===== src/rtl/rat_int_pkg.sv =====
// rat_int_pkg: shared constants and types for the RAT interrupt controller.
// Holds register offsets, FSM state type and the "no vector" code.
package rat_int_pkg;

  localparam logic [1:0] OFS_MASK = 2'd0;
  localparam logic [1:0] OFS_PEND = 2'd1;
  localparam logic [1:0] OFS_VEC  = 2'd2;
  localparam logic [1:0] OFS_EDGE = 2'd3;

  // Sign-extends to all ones at any width.
  localparam int VEC_NONE = -1;

  localparam int GAP_W = 4;

  typedef enum logic [1:0] {
    IDLE,
    ASSERT,
    GAP
  } state_t;

endpackage


===== src/rtl/rat_int_prio_enc.sv =====
// rat_int_prio_enc: lowest-index priority encoder.
// idx is all ones and valid low when no request is set.
module rat_int_prio_enc
  import rat_int_pkg::*;
#(
  parameter int N = 8,
  parameter int W = 8
) (
  input  logic [N-1:0] req,
  output logic [W-1:0] idx,
  output logic         valid
);

  always_comb begin
    idx   = W'(VEC_NONE);
    valid = 1'b0;
    for (int i = N - 1; i >= 0; i--) begin
      if (req[i]) begin
        idx   = W'(i);
        valid = 1'b1;
      end
    end
  end

endmodule


===== src/rtl/rat_int_ctrl.sv =====
// rat_int_ctrl: register-mapped multi-source interrupt controller.
// Define RAT_INT_SYNC_EN to add a 2-flop synchroniser on SRC.
module rat_int_ctrl
  import rat_int_pkg::*;
#(
  parameter int         NUM_SRC = 8,
  parameter int         DATA_W  = 8,
  parameter logic [7:0] BASE_ID = 8'hE0,
  parameter int         GAP_CYC = 2
) (
  input  logic               CLK,
  input  logic               RESET,
  input  logic [NUM_SRC-1:0] SRC,
  input  logic [7:0]         PORT_ID,
  input  logic [DATA_W-1:0]  OUT_PORT,
  input  logic               IO_STRB,
  output logic [DATA_W-1:0]  RD_DATA,
  output logic               RD_HIT,
  output logic               INT
);

  logic [NUM_SRC-1:0] mask_q;
  logic [NUM_SRC-1:0] pend_q;
  logic [NUM_SRC-1:0] edge_q;
  logic [NUM_SRC-1:0] src_q;
  logic [NUM_SRC-1:0] src_s;
  logic [NUM_SRC-1:0] pend_d;
  logic [NUM_SRC-1:0] rise;
  logic [NUM_SRC-1:0] w1c;
  logic [NUM_SRC-1:0] wdat;
  logic [NUM_SRC-1:0] req;
  logic [DATA_W-1:0]  vec;
  logic               act;
  logic               hit;
  logic               wr;
  logic [1:0]         ofs;
  logic               unused_data;

  state_t             state_q;
  state_t             state_d;
  logic [GAP_W-1:0]   cnt_q;
  logic [GAP_W-1:0]   cnt_d;
  logic               int_q;

  assign ofs  = PORT_ID[1:0];
  assign hit  = PORT_ID[7:2] == BASE_ID[7:2];
  assign wr   = IO_STRB & hit;
  assign wdat = OUT_PORT[NUM_SRC-1:0];
  assign w1c  = (wr && ofs == OFS_PEND) ? wdat : '0;

  assign unused_data = ^OUT_PORT;

`ifdef RAT_INT_SYNC_EN
  logic [NUM_SRC-1:0] sync1_q;
  logic [NUM_SRC-1:0] sync2_q;

  always_ff @(posedge CLK or posedge RESET) begin
    if (RESET) begin
      sync1_q <= '0;
      sync2_q <= '0;
    end else begin
      sync1_q <= SRC;
      sync2_q <= sync1_q;
    end
  end

  assign src_s = sync2_q;
`else
  assign src_s = SRC;
`endif

  // Edge bits: set beats W1C. Level bits follow the source.
  assign rise   = src_s & ~src_q;
  assign pend_d = (edge_q & ((pend_q & ~w1c) | rise))
                | (~edge_q & src_s);

  always_ff @(posedge CLK or posedge RESET) begin
    if (RESET) begin
      mask_q <= '0;
      pend_q <= '0;
      edge_q <= '1;
      src_q  <= '0;
    end else begin
      src_q  <= src_s;
      pend_q <= pend_d;
      if (wr && ofs == OFS_MASK) mask_q <= wdat;
      if (wr && ofs == OFS_EDGE) edge_q <= wdat;
    end
  end

  assign req = pend_q & mask_q;

  rat_int_prio_enc #(
    .N (NUM_SRC),
    .W (DATA_W)
  ) u_enc (
    .req   (req),
    .idx   (vec),
    .valid (act)
  );

  always_comb begin
    state_d = state_q;
    cnt_d   = cnt_q;
    unique case (state_q)
      IDLE: begin
        if (act) state_d = ASSERT;
      end
      ASSERT: begin
        if (!act) begin
          if (GAP_CYC == 0) begin
            state_d = IDLE;
          end else begin
            state_d = GAP;
            cnt_d   = GAP_W'(GAP_CYC);
          end
        end
      end
      GAP: begin
        cnt_d = cnt_q - GAP_W'(1);
        if (cnt_q <= GAP_W'(1)) begin
          state_d = IDLE;
          cnt_d   = '0;
        end
      end
      default: state_d = IDLE;
    endcase
  end

  always_ff @(posedge CLK or posedge RESET) begin
    if (RESET) begin
      state_q <= IDLE;
      cnt_q   <= '0;
      int_q   <= 1'b0;
    end else begin
      state_q <= state_d;
      cnt_q   <= cnt_d;
      int_q   <= state_d == ASSERT;
    end
  end

  assign INT    = int_q;
  assign RD_HIT = hit;

  always_comb begin
    RD_DATA = '0;
    if (hit) begin
      unique case (ofs)
        OFS_MASK: RD_DATA = DATA_W'(mask_q);
        OFS_PEND: RD_DATA = DATA_W'(pend_q);
        OFS_VEC:  RD_DATA = vec;
        OFS_EDGE: RD_DATA = DATA_W'(edge_q);
      endcase
    end
  end

endmodule


===== config.mk =====
export PLATFORM = sky130hd
export DESIGN_NAME = rat_int_ctrl
export DESIGN_NICKNAME = d
export VERILOG_FILES = /design/src/rtl/rat_int_pkg.sv /design/src/rtl/rat_int_prio_enc.sv /design/src/rtl/rat_int_ctrl.sv
export SDC_FILE = /design/constraint.sdc
export NUM_CORES = 1
export LEC_CHECK = 0
export ABC_AREA = 1
export CAP_MARGIN = 20
export CORE_MARGIN = 2
export CORE_UTILIZATION = 35
export CTS_CLUSTER_SIZE = 25
export DETAILED_ROUTE_END_ITERATION = 8
export PLACE_DENSITY = 0.64
export SYNTH_ARGS = -nofsm -noshare
export SYNTH_HDL_FRONTEND = slang
export SYNTH_SLANG_ARGS = --single-unit

===== constraint.sdc =====
create_clock -name CLK -period 1.2 [get_ports CLK]
set_input_delay 0.12 -clock CLK [delete_from_list [all_inputs] [get_ports CLK]]
set_output_delay 0.12 -clock CLK [all_outputs]
set_load 0.01 [all_outputs]

== After elaboration in Yosys (flattened, before gate mapping) ==
Index checks and enable logic that the tools add are counted.

* Bits in registers: 39
* Latch bits: 0
* Memory bits (writable): 0
* Bits in read-only memories: 0
* Input bits: 27
* Output and inout bits: 10
* Word-level logic and storage cells: 61
* Memories: 0

* $add $sub $neg: 1
* Multiply operators: 0
* Div/mod/pow operators: 0
* $lt $le $gt $ge: 1
* Equal/unequal tests: 8
* Shift-type cells: 0
* Mux-type cells: 26
* Bitwise operators: 11
* Reduce and logical (&&, ||, !) cells: 7

{| class="wikitable"
|+ Operator list
! cell !! count
|-
| $mux W8 || 10
|-
| $and A8 B8 Y8 || 5
|-
| $pmux W8 S4 || 1
|-
| $not A8 Y8 || 3
|-
| $or A8 B8 Y8 || 2
|-
| $mux W1 || 8
|-
| $mux W4 || 2
|-
| $pmux W4 S2 || 1
|-
| $eq A2 B1 Y1 const B || 3
|-
| $eq A2 B2 Y1 const B || 3
|-
| $eq A6 B6 Y1 const B || 1
|-
| $mux W2 || 3
|-
| $pmux W2 S3 || 1
|-
| $le A4 B1 Y1 const B || 1
|-
| $logic_not A2 Y1 || 2
|-
| $sub A4 B1 Y4 const B || 1
|-
| $logic_and A1 B1 Y1 || 3
|-
| $ne A2 B2 Y1 const B || 1
|-
| $reduce_and A2 Y1 || 1
|-
| $reduce_bool A2 Y1 || 1
|-
| $and A1 B1 Y1 || 1
|}

== Depth between registers and ports, before layout ==
* Depth after elaboration: 12
* Gate-level depth with buffers: 9
* Gate-level depth less buffers: 9

== Cells and area by module ==
A second synthesis with hierarchy kept.

* Cells, all modules: 277
* Area total of the unflattened synthesis: 2147.1 um^2

{| class="wikitable"
|+ Modules (own cells, without submodules)
! module !! times used !! cells each !! area each (um^2) !! sequential area each (um^2)
|-
| rat_int_ctrl || 1 || 255 || 2004.4 || 985.9
|-
| rat_int_prio_enc || 1 || 22 || 142.6 || 0.0
|}

== Worst setup path before layout ==
OpenSTA, ideal clock, no wires.

* Kind: register -> output
* Start: reg mask_q[5]
* End: out RD_DATA[3]
* Data arrival time: 1098 ps
* Data required time: 1080 ps
* Setup slack: -18 ps
* Stages on the path, launching flop included: 6
* Buffers on the path: 0
* Cells stage by stage: dfrtp_1 > nand2_1 > nand2_1 > nor2_1 > nand3_1 > a21oi_1

* Longest elaborated chain between the ends: 9

{| class="wikitable"
|+ RTL lines
! element !! line !! RTL
|-
| start, declared || rat_int_ctrl.sv:22 || <nowiki>logic [NUM_SRC-1:0] mask_q;</nowiki>
|-
| start signal, assigned || rat_int_ctrl.sv:86 || <nowiki>if (wr && ofs == OFS_MASK) mask_q <= wdat;</nowiki>
|-
| $and A8 B8 Y8 || rat_int_ctrl.sv:91 || <nowiki>assign req = pend_q & mask_q;</nowiki>
|-
| $mux W8 (6 in a row) || rat_int_prio_enc.sv:18 || <nowiki>if (req[i]) begin</nowiki>
|-
| $pmux W8 S4 || rat_int_ctrl.sv:148 || <nowiki>unique case (ofs)</nowiki>
|-
| $mux W8 || rat_int_ctrl.sv:147 || <nowiki>if (hit) begin</nowiki>
|-
| end, declared || rat_int_ctrl.sv:17 || <nowiki>output logic [DATA_W-1:0] RD_DATA,</nowiki>
|}

No other way between the ends.

== Worst setup path after layout ==
* Start: reg pend_q[5]
* End: out RD_DATA[6]

* Longest elaborated chain between the ends: 9

{| class="wikitable"
|+ RTL lines
! element !! line !! RTL
|-
| start, declared || rat_int_ctrl.sv:23 || <nowiki>logic [NUM_SRC-1:0] pend_q;</nowiki>
|-
| start signal, assigned || rat_int_ctrl.sv:85 || <nowiki>pend_q <= pend_d;</nowiki>
|-
| $and A8 B8 Y8 || rat_int_ctrl.sv:91 ||
|-
| $mux W8 (6 in a row) || rat_int_prio_enc.sv:18 ||
|-
| $pmux W8 S4 || rat_int_ctrl.sv:148 ||
|-
| $mux W8 || rat_int_ctrl.sv:147 ||
|}

No other way between the ends.

==> results.txt <==
The run finished, with violations left. The checks that failed: negative setup slack. The clock tree skew after final layout came out at between 0.009 and 0.01 ns.

The number of top-level pins is 37. The worst setup path is launched from a flip-flop. The stage delay of the slowest cell on the critical path came out at 0.41 ns.

After clock tree synthesis, the clock-pin slew on the worst setup and hold paths is roughly 0.080 ns. Of the total synthesized cell area, the portion taken by full adders, half adders and majority gates is roughly 1.2%. The slowest stage of the critical path is the sky130_fd_sc_hd__dfrtp_1 cell. The placer's final routability congestion estimate is 0.8130. The global router's overall resource usage came out at 18.29%.

The total nets after synthesis is 284. The maximum operating frequency is just under 0.6 GHz. The number of pins exceeding their max-slew limit in the final report came to 0. The count of yosys warnings during synthesis is 0. The share of total power in combinational logic is 26.1%.

The clock latency reported for the late side of the worst-skew pair is about 0.30 ns. The actual transition at the worst max-transition pin came out at between 0.2 and 0.3 ns. The total internal power is between 2 and 3 mW. The floorplan has 27 rows. Relative to the synthesized area, the layout overhead comes to 57.06%.

The final wirelength is ~5700 um. The synthesized netlist devotes between 20% and 30% of its cell area to simple gates. The maximum VDD drop came out at 0.6115 mV. The repair_antennas step left the layout with diodes totalling 0.

The remaining max-slew budget at the tightest pin is about four fifths. The number of nets still failing antenna checks after routing came out at 0. For this run, the detailed router's first-pass iteration total came to 4. For this design the total switching power over the nets is around 1.1 mW. Dividing the synthesized area by the synthesized cell count gives about 8.1 um^2.

The quantity of I/O buffers inserted on ports is 36. The distinct cell type count after synthesis came out at 24. The post-detailed-placement half-perimeter wirelength came out at between 3000 and 4000 um. Broken down by cell family, the worst path's largest delay share belongs to simple AND/OR/NAND/NOR gates. The pin count of the biggest net entering global routing came out at 40.

After synthesis, the largest family of logic cells by area is simple AND/OR/NAND/NOR gates. The required time of the worst setup path is about 1.1 ns. For the finished layout, the period the worst path requires is 1.698 ns. In the synthesized netlist, the number of instances is 255.

The layout cell share with drive strength beyond 1 came out at between 40% and 50%. For this design the static power due to leakage is approximately 1.6 nW. The utilization after layout is between 50% and 60%. Multiplexer cells account for 0% of the synthesized area. The initial detailed-routing violation count came out at roughly 110. Max-cap violations in this run came to 0.

The number of global-route vias before repair is roughly 2,000. The count of final setup violators came out at 17. Clock tree synthesis selected as its root buffer the cell sky130_fd_sc_hd__clkbuf_8.

The post-route clock period utilization is 141.5%. TritonCTS built the clock tree. Setup repair after global routing could not meet its margin everywhere. The core area came out at about 0.0056 mm^2. The global-route wire length before repair came out at roughly 9000 um. The signal arrival time at the worst endpoint is 1.58 ns. The effective utilization at floorplan came out at between 30 and 40%.

The net switching share of the total power is between 20% and 30%. The initial antenna violation count is 0. The die height is roughly 81 um. The overall die area is 0.006499 mm^2.

The clock net in this run drives a total of 39 sinks. The number of buffers inserted during clock tree synthesis is 5. The power density relative to cell area is roughly 1100 mW/mm^2. The critical path is of the reg -> out type. The total overflow reported by the global router came out at 0. Counting both buffers and inverters, the worst setup path holds a total of 2. The kind of capture point of the worst setup path is an output pin. The count of endpoints failing hold in the final timing report is 0. The XOR/XNOR share of the synthesized area came out at less than 1%. The total via count after detailed routing is ~2,000. The number of flip-flops and latches in the synthesized netlist came out at 39. The type of the tightest min-delay check is in -> async. The final setup slack of the worst path is -0.4980 ns.

The part of the total power dissipated in the clock network is a little under a third. After synthesis the cells add up to ~0.002 mm^2. Summing the areas of all compound-gate instances in the mapped netlist gives 13.76% of the synthesized area. On the final layout, the worst hold slack is 0.1799 ns.

The maximum number of buffers from clock root to sink came out at 2. The sequential area share after synthesis is around 48%. The width of the chip came out at between 80 and 90 um. Using the TritonRoute via totals, the vias-per-cell ratio works out to between 4 and 5. The highest net fanout along the worst path came out at 3. The per-cell routed wire length came out at 13.12 um.

The final net count is between 300 and 400. After detailed routing, the number of remaining DRC violations is 0. The share of total power in sequential cells came out at about two fifths.

The critical path goes through nand2_2 -> nand2_4 -> nor2_4 -> nand3_4 -> buf_4 -> a21oi_2 -> buf_2. The H-tree was split into 2 levels.
-- area by class of cell --
| cell class | instances | area [um^2] |
|---|---|---|
| Sequential cell | 39 | 985.9 |
| Inverter | 32 | 125.1 |
| Clock inverter | 2 | 35.03 |
| Timing Repair Buffer | 103 | 874.6 |
| Fill cell | 492 | 2347 |
| Clock buffer | 6 | 82.58 |
| Multi-Input combinational cell | 180 | 1033 |
| Tap cell | 72 | 90.09 |
-- cells in the mapped netlist (all sizes together) --
| cell | instances | area (um^2) |
|---|---|---|
| buf | 4 | 37.53 |
| a21oi | 11 | 55.05 |
| o21ai | 30 | 210.2 |
| nand2 | 112 | 432.9 |
| a41oi | 2 | 17.52 |
| nor2 | 10 | 50.05 |
| nor3 | 4 | 36.29 |
| clkinv | 1 | 8.760 |
| nand3 | 6 | 55.05 |
| dfstp | 8 | 210.2 |
| ha | 2 | 25.02 |
| nand4 | 1 | 6.260 |
| inv | 31 | 116.4 |
| xor2 | 2 | 17.52 |
| dfrtp | 31 | 775.7 |
-- cell usage in the layout (no fill, tap or decap), drive strengths merged --
| master | count |
|---|---|
| a21oi | 11 |
| a41oi | 2 |
| buf | 78 |
| bufinv | 1 |
| clkbuf | 7 |
| clkdlybuf4s15 | 2 |
| clkdlybuf4s50 | 18 |
| clkinv | 2 |
| dfrtp | 31 |
| dfstp | 8 |
| dlygate4sd2 | 4 |
| ha | 2 |
| inv | 31 |
| nand2 | 112 |
| nand3 | 6 |
| nand4 | 1 |
| nor2 | 10 |
| nor3 | 4 |
| o21ai | 30 |
| xor2 | 2 |
-- flip-flops by register name, summed over array words and instances (netlist names) --
register / count
pend_q: 8
state_q: 2
src_q: 8
edge_q: 8
mask_q: 8
INT: 1
cnt_q: 4
-- per-stage QoR --
step / setup slack (ns) / power (mW) / cells / TNS, ns / cell area (um^2)
after floorplan: -0.01843 / 1.985 / 255 / -0.09216 / 2054
after global placement: -0.8670 / 2.370 / 408 / -20.31 / 2848
after detailed placement: -0.8593 / 2.401 / 408 / -20.67 / 2848
after CTS: -0.4346 / 3.604 / 426 / -4.003 / 3080
after global routing: -0.5573 / 3.871 / 434 / -6.261 / 3227
final: -0.4980 / 3.670 / 434 / -4.864 / 3227
-- tightest hold or removal path, cell delays in order --
cell                              delay, ns
sky130_fd_sc_hd__clkdlybuf4s50_1       0.40
sky130_fd_sc_hd__inv_1                 0.09
sky130_fd_sc_hd__buf_12                0.24
-- what timing repair did --
item,CTS,global route
hold buffers,0,0
pin swaps,14,16
resized for setup,80,26
setup endpoints to repair,39,24
hold endpoints to repair,0,0
buffers inserted,10,10
-- layer usage --
layer  global-route usage (%)  wire length (um)  share of wire, %  vias to the layer above
met2                    31.17              2834                50                       46
met5                        0                 0                 0                        -
met1                    22.50              2489                44                      953
li1                         -                 -                 -                     1016
met4                    7.458               104               1.8                        0
met3                    3.708               266               4.7                        6
-- cell families after synthesis --
family,Yosys count
xor+xnor,2
buf+inv,36
flops,39
simple gates,133
compound gates,43
fa+ha+maj,2
-- power by group through the flow --
stage,combinational (mW),clock (mW),sequential (mW)
after global placement,0.815,0,1.55
after detailed placement,0.839,0,1.56
final,0.959,1.17,1.54
after floorplan,0.426,0,1.56
after global routing,1.07,1.24,1.56
after CTS,0.885,1.18,1.54
-- final timing paths --
kind,cells after the start,to,from,slack (ns)
max in group asynchronous,3,edge_q[7],RESET,0.76
setup reg to reg,8,cnt_q[0],pend_q[5],-0.29
min in group CLK,1,src_q[5],SRC[5],0.28
hold reg to reg,1,INT,state_q[1],0.47
hold / removal,3,mask_q[4],RESET,0.18
setup / recovery,7,RD_DATA[6],pend_q[5],-0.50
(Power assumes the default switching activity.)
